--- src/rtl/btn_evt_pkg.sv ---
// Shared definitions for the button event unit: event word layout and edge encoding.
package btn_evt_pkg;

    // Edge type carried in the event word MSB
    localparam logic EDGE_PRESS   = 1'b1;
    localparam logic EDGE_RELEASE = 1'b0;

    // Channel index occupies the low bits of the event word
    localparam int EVT_CHAN_LSB = 0;

    // Event word width: channel index bits plus one edge bit
    function automatic int evt_w(input int n_btn);
        return $clog2(n_btn) + 1;
    endfunction

    // Bit position of the edge flag inside the event word
    function automatic int evt_edge_pos(input int n_btn);
        return evt_w(n_btn) - 1;
    endfunction

endpackage

--- src/rtl/btn_debounce.sv ---
// One button channel: 2-flop synchroniser, stability counter and edge strobes.
// Optional feature macro: BTN_EVT_RELEASE_EN (enables release strobes).
module btn_debounce #(
    parameter int DEBOUNCE_CYCLES = 16
) (
    input  logic clk,
    input  logic reset,
    input  logic btn,
    output logic state,
    output logic press_stb,
    output logic release_stb
);

    localparam int CW = $clog2(DEBOUNCE_CYCLES);

    logic          sync1;
    logic          sync2;
    logic [CW-1:0] cnt;

    // Bring the raw asynchronous level into the clock domain
    always_ff @(posedge clk or negedge reset) begin
        if (!reset) begin
            sync1 <= 1'b0;
            sync2 <= 1'b0;
        end else begin
            sync1 <= btn;
            sync2 <= sync1;
        end
    end

    // Count consecutive disagreeing cycles; accept the new level and strobe once the count completes
    always_ff @(posedge clk or negedge reset) begin
        if (!reset) begin
            cnt         <= '0;
            state       <= 1'b0;
            press_stb   <= 1'b0;
            release_stb <= 1'b0;
        end else begin
            press_stb   <= 1'b0;
            release_stb <= 1'b0;
            if (sync2 == state) begin
                cnt <= '0;
            end else if (cnt == CW'(DEBOUNCE_CYCLES - 1)) begin
                cnt       <= '0;
                state     <= ~state;
                press_stb <= ~state;
`ifdef BTN_EVT_RELEASE_EN
                release_stb <= state;
`else
                release_stb <= 1'b0;
`endif
            end else begin
                cnt <= cnt + 1'b1;
            end
        end
    end

endmodule

--- src/rtl/btn_event_unit.sv ---
// Button event unit: per-channel debouncers, pending-bit arbiter and event FIFO.
// Optional feature macro: BTN_EVT_RELEASE_EN (queue release events as well as presses).
module btn_event_unit
    import btn_evt_pkg::*;
#(
    parameter int N_BTN           = 4,
    parameter int DEBOUNCE_CYCLES = 16,
    parameter int FIFO_DEPTH      = 8
) (
    input  logic                          clk,
    input  logic                          reset,
    input  logic [N_BTN-1:0]              btn,
    output logic [N_BTN-1:0]              btn_state,
    output logic                          evt_valid,
    output logic [evt_w(N_BTN)-1:0]       evt_data,
    input  logic                          evt_pop,
    output logic [$clog2(FIFO_DEPTH):0]   evt_count,
    output logic                          ovf,
    input  logic                          ovf_clr
);

    localparam int EVT_W = evt_w(N_BTN);
    localparam int IDX_W = (N_BTN > 1) ? $clog2(N_BTN) : 1;
    localparam int PTR_W = $clog2(FIFO_DEPTH);
    localparam int CNT_W = PTR_W + 1;

    logic [N_BTN-1:0] press_vec;
    logic [N_BTN-1:0] release_vec;
    logic [N_BTN-1:0] strobe_vec;
    logic [N_BTN-1:0] pending;
    logic [N_BTN-1:0] edge_type;
    logic [N_BTN-1:0] push_mask;
    logic             sel_valid;
    logic [IDX_W-1:0] sel_idx;
    logic [EVT_W-1:0] push_word;
    logic             full;
    logic             do_push;
    logic             do_pop;
    logic             lost;

    logic [EVT_W-1:0] mem [FIFO_DEPTH];
    logic [PTR_W-1:0] wr_ptr;
    logic [PTR_W-1:0] rd_ptr;
    logic [CNT_W-1:0] count;

    for (genvar g = 0; g < N_BTN; g++) begin : g_chan
        btn_debounce #(
            .DEBOUNCE_CYCLES(DEBOUNCE_CYCLES)
        ) u_deb (
            .clk        (clk),
            .reset      (reset),
            .btn        (btn[g]),
            .state      (btn_state[g]),
            .press_stb  (press_vec[g]),
            .release_stb(release_vec[g])
        );
    end

    assign strobe_vec = press_vec | release_vec;
    assign full       = (count == CNT_W'(FIFO_DEPTH));
    assign do_pop     = evt_pop && (count != '0);
    assign do_push    = sel_valid && (!full || evt_pop);
    assign lost       = |(strobe_vec & pending & ~push_mask);
    assign evt_valid  = (count != '0);
    assign evt_count  = count;
    assign evt_data   = evt_valid ? mem[rd_ptr] : '0;

    // Fixed-priority pick of the lowest-index pending channel and its event word
    always_comb begin
        sel_valid = 1'b0;
        sel_idx   = '0;
        for (int i = N_BTN - 1; i >= 0; i--) begin
            if (pending[i]) begin
                sel_valid = 1'b1;
                sel_idx   = IDX_W'(i);
            end
        end
        push_mask = do_push ? (N_BTN'(1) << sel_idx) : '0;
        push_word = EVT_W'(sel_idx) << EVT_CHAN_LSB;
        push_word[evt_edge_pos(N_BTN)] = edge_type[sel_idx];
    end

    // Latch strobes as pending events; a strobe landing on an unsent event overwrites it and flags the loss
    always_ff @(posedge clk or negedge reset) begin
        if (!reset) begin
            pending   <= '0;
            edge_type <= '0;
            ovf       <= 1'b0;
        end else begin
            for (int i = 0; i < N_BTN; i++) begin
                if (strobe_vec[i]) begin
                    pending[i]   <= 1'b1;
                    edge_type[i] <= press_vec[i] ? EDGE_PRESS : EDGE_RELEASE;
                end else if (push_mask[i]) begin
                    pending[i] <= 1'b0;
                end
            end
            if (lost) begin
                ovf <= 1'b1;
            end else if (ovf_clr) begin
                ovf <= 1'b0;
            end
        end
    end

    // Event storage; contents are only meaningful where the pointers say so, so no reset is needed
    always_ff @(posedge clk) begin
        if (do_push) begin
            mem[wr_ptr] <= push_word;
        end
    end

    // FIFO pointers and occupancy; power-of-two depth lets the pointers wrap naturally
    always_ff @(posedge clk or negedge reset) begin
        if (!reset) begin
            wr_ptr <= '0;
            rd_ptr <= '0;
            count  <= '0;
        end else begin
            if (do_push) begin
                wr_ptr <= wr_ptr + 1'b1;
            end
            if (do_pop) begin
                rd_ptr <= rd_ptr + 1'b1;
            end
            case ({do_push, do_pop})
                2'b10:   count <= count + 1'b1;
                2'b01:   count <= count - 1'b1;
                default: count <= count;
            endcase
        end
    end

endmodule

--- config.mk ---
export PLATFORM = sky130hd
export DESIGN_NAME = btn_event_unit
export DESIGN_NICKNAME = d
export VERILOG_FILES = /design/src/rtl/btn_evt_pkg.sv /design/src/rtl/btn_debounce.sv /design/src/rtl/btn_event_unit.sv
export SDC_FILE = /design/constraint.sdc
export NUM_CORES = 1
export LEC_CHECK = 0
export ABC_AREA = 1
export CAP_MARGIN = 20
export CORE_MARGIN = 4
export CORE_UTILIZATION = 55
export CTS_CLUSTER_DIAMETER = 120
export CTS_CLUSTER_SIZE = 20
export DETAILED_ROUTE_END_ITERATION = 8
export GPL_TIMING_DRIVEN = 0
export PLACE_DENSITY = 0.75
export SETUP_SLACK_MARGIN = 0.1
export SLEW_MARGIN = 40
export SYNTH_ARGS = -nofsm -noshare
export SYNTH_HDL_FRONTEND = slang
export SYNTH_SLANG_ARGS = --single-unit
--- constraint.sdc ---
create_clock -name clk -period 2.4 [get_ports clk]
set_input_delay 0.48 -clock clk [delete_from_list [all_inputs] [get_ports clk]]
set_output_delay 0.48 -clock clk [all_outputs]
set_load 0.01 [all_outputs]
==> summary.md <==
| Metric | Value |
|---|---|
| Status | finished, final reports clean |
| Worst path setup slack after routing | 224 ps |
| Synth-to-Final Area Change | 17.5% |
| Pleak | 1.84 nW |
| Final setup fails | 0 |
| Internal | 0.00236 W |
| Die width | 84.9 um |
| Slew headroom | 62.2% |
| Main synth FF type | dfrtp_1 |
| CTS Root Cell | clkbuf_8 |
| Post-DP HPWL | 3780 um |
| Critical Path Max Stage Delay | 450 ps |
| Cell Count, Final, Fillers Out | 426 |
| Vias in the first global route | 2192 |
| Routed WL per cell | 12.7 um |
| Crit path time final | 2180 ps |
| DRC violations left | 0 |
| Final hold viol count | 0 |
| Sw frac | 31.6% |
| First-pass GRT wire length | 9590 um |
| Number of flops mapped to enable cells by yosys | 24 |
| Sw Pwr | 0.00109 W |
| Share of cells above drive strength 1 | 15.5% |
| Syn nets | 329 |
| Max Cap Viol | 0 |
| Slowest cell on crit path | dfrtp_2 |
| Detailed Route WL | 5400 um |
| Die ar. | 7200 um2 |
| Most common cell on crit path | nor2_1 |
| Maximum clock frequency | 459 MHz |
| Ys Warns | 0 |
| Clock Sink Count | 75 |
| Critical path arrival | 1700 ps |
| Initial Util | 58.0% |
| Power share of the clock group | 27.0% |
| Cell area after synthesis | 3250 um2 |
| Min-Delay Path Class | reg2reg |
| Sequential area share after synthesis | 61.4% |
| Drt first pass iters | 5 |
| Port bufs | 20 |
| Share of power burned in registers | 43.3% |
| IO Count | 21 |
| Critical path type | reg2out |
| Core area | 5610 um2 |
| Worst-Margin Slew | 562 ps |
| CP Cell Sequence | buf_6 > nor2_1 > nor2_1 > o21ai_1 > o21ai_0 > nor2_1 > nor2_1 > dlygate4sd2_1 |
| Total CTS buffers | 9 |
| Mean Syn Cell Area | 10.4 um2 |
| Setup TNS | 0 ps |
| GRT Util Overall | 16.9% |
| TritonCTS clock tree | yes |
| Clk slew on worst S/H paths | 70 ps |
| Fin. max-slew vios | 0 |
| Yosys reg bits | 75 |
| Antenna Cells | 0 |
| DRT antenna net count | 0 |
| Chip Height | 84.9 um |
| DP Worst Slack | -252 ps |
| Filler cells | 432 |
| Placed cell count | 405 |
| Vias per inst | 5.11 |
| Comb power frac | 29.7% |
| Netlist cell types | 28 |
| Overflow after GRT | 0 |
| Pin count of the biggest net entering global routing | 45 |
| H-tree depth | 3 |
| Pwr/cell area | 904 nW/um2 |
| Initial DRC count | 106 |
| Final Cycle Share | 90.7% |
| Clock latency at the later pin of the worst-skew pair | 330 ps |
| Min Hold Slack | 351 ps |
| Crit path capture type | output pin |
| Worst-case clock buffer depth | 2 |
| Num rows | 27 |
| Skew final | 5.74 ps |
| Crit start category | flip-flop |
| Peak supply drop | 0.529 mV |
| Crit-path max FO | 9 |
| Async SR Flop Fraction | 68.0% |
| Vias | 2176 |
| Final net count | 366 |
| Antenna violations before repair | 0 |
| Syn Inst Count | 312 |
| GP Congestion | 0.764 |
| Data required, critical path | 1920 ps |
| Unrepaired setup endpoints after global routing | no |
what timing repair did:
| action | CTS | global route |
|---|---|---|
| hold buffers | 1 | 0 |
| pin swaps | 0 | 2 |
| gates resized for setup | 9 | 10 |
| endpoints found under the setup margin | 4 | 3 |
| hold endpoints to repair | 7 | 0 |
| buffers inserted | 0 | 4 |
cells in the final DEF, fill, tap and decap left out, types with 2 or more instances in the layout:
cell,count
clkdlybuf4s50_1,15
nor2_1,47
clkbuf_8,10
a21o_1,2
a21oi_1,2
ha_1,8
nand4_1,2
buf_4,11
inv_2,4
nand2_1,40
dfrtp_1,48
buf_6,2
nand3_1,16
clkinv_2,3
a21oi_2,2
nor3_1,14
edfxtp_1,24
o21ai_1,10
or2_2,3
inv_1,32
xnor2_1,7
nand2_2,3
nand2_4,4
dfrtp_2,3
xor2_1,8
nor2_4,3
o21ai_0,18
area by class of cell:
| class | count | area (um2) | area share [%] |
|---|---|---|---|
| plain buffers | 8 | 67.6 | 1.77 |
| clock buffers | 11 | 141 | 3.70 |
| clock inverters | 5 | 52.6 | 1.38 |
| inverters | 36 | 135 | 3.54 |
| multi-input cells | 193 | 1080 | 28.2 |
| flip-flops and latches | 75 | 2000 | 52.4 |
| well taps | 72 | 90.1 | 2.36 |
| repair buffers | 26 | 254 | 6.65 |
synthesized netlist by cell type, drive strengths merged (3+ instances only):
master | number | share of area [%]
xnor2 | 7 | 1.9
a21oi | 4 | 0.85
nor2 | 50 | 6.3
or2 | 3 | 0.58
ha | 9 | 3.5
xor2 | 9 | 2.7
dfrtp | 51 | 39
buf | 8 | 1.8
edfxtp | 24 | 22
inv | 36 | 4.2
nand3 | 16 | 2.5
o21ai | 28 | 4.3
nor3 | 14 | 2.2
nand2 | 47 | 6.6
per-stage QoR:
stage          utilization [%]  power (W)  cell area (um2)
2_1_floorplan                -    0.00212             3250
3_3_place_gp              63.1    0.00243             3540
3_5_place_dp              63.5    0.00247             3560
4_1_cts                   67.3    0.00340             3770
5_1_grt                   68.1    0.00368             3820
6_report                  68.1    0.00345             3820
logic make-up (layout without fill, tap and decap cells):
kind of cell	count (synthesis)	count (layout)	share of synthesized area [%]
AO/OA/AOI/OAI	36	36	6.12
XOR/XNOR	16	16	4.54
adder cells (fa/ha/maj)	9	9	3.46
buffers and inverters	44	86	5.97
flip-flops	75	75	61.4
AND/OR/NAND/NOR	132	132	18.5
layer usage:
layer / vias to the layer above / GRT usage, % / part of all wire, %
met2: 44 / 28.7 / 50
met4: 0 / 4.60 / 1.6
met1: 1037 / 20.2 / 44
li1: 1085 / - / -
met3: 10 / 6.50 / 4.5
met5: - / 0 / 0
power groups by stage:
stage | Sequential [W] | Combinational, W | Clock (W)
2_1_floorplan | 0.00152 | 0.000597 | 0
3_3_place_gp | 0.00152 | 0.000911 | 0
3_5_place_dp | 0.00153 | 0.000946 | 0
4_1_cts | 0.00151 | 0.000938 | 0.000955
5_1_grt | 0.00151 | 0.00114 | 0.00103
6_report | 0.00150 | 0.00103 | 0.000931
critical path, delay by kind of cell, from the launching register on:
family          cells  cell delay [ps]
simple gates        4              290
buf+inv             2              430
compound gates      2              210
flops               1              450
flip-flops by register name, indices dropped and copies added (netlist names):
register / count
g_chan.u_deb.sync1: 4
mem: 24
g_chan.u_deb.sync2: 4
wr_ptr: 3
g_chan.u_deb.cnt: 16
edge_type: 4
rd_ptr: 3
g_chan.u_deb.press_stb: 4
ovf: 1
evt_count: 4
g_chan.u_deb.state: 4
pending: 4
path summary, 6_finish.rpt:
| check | endpoint | depth (start not counted) | from | slack [ps] |
|---|---|---|---|---|
| max in group asynchronous | evt_count[0] | 3 | reset | 1460 |
| hold / removal | g_chan[2].u_deb.sync2 | 0 | g_chan[2].u_deb.sync1 | 350 |
| min in group asynchronous | g_chan[1].u_deb.cnt[0] | 2 | reset | 500 |
| setup reg to reg | evt_count[2] | 14 | evt_count[1] | 260 |
| setup / recovery | evt_data[2] | 8 | rd_ptr[0] | 220 |
| hold reg to reg | g_chan[2].u_deb.sync2 | 0 | g_chan[2].u_deb.sync1 | 350 |
(Power assumes the default switching activity.)
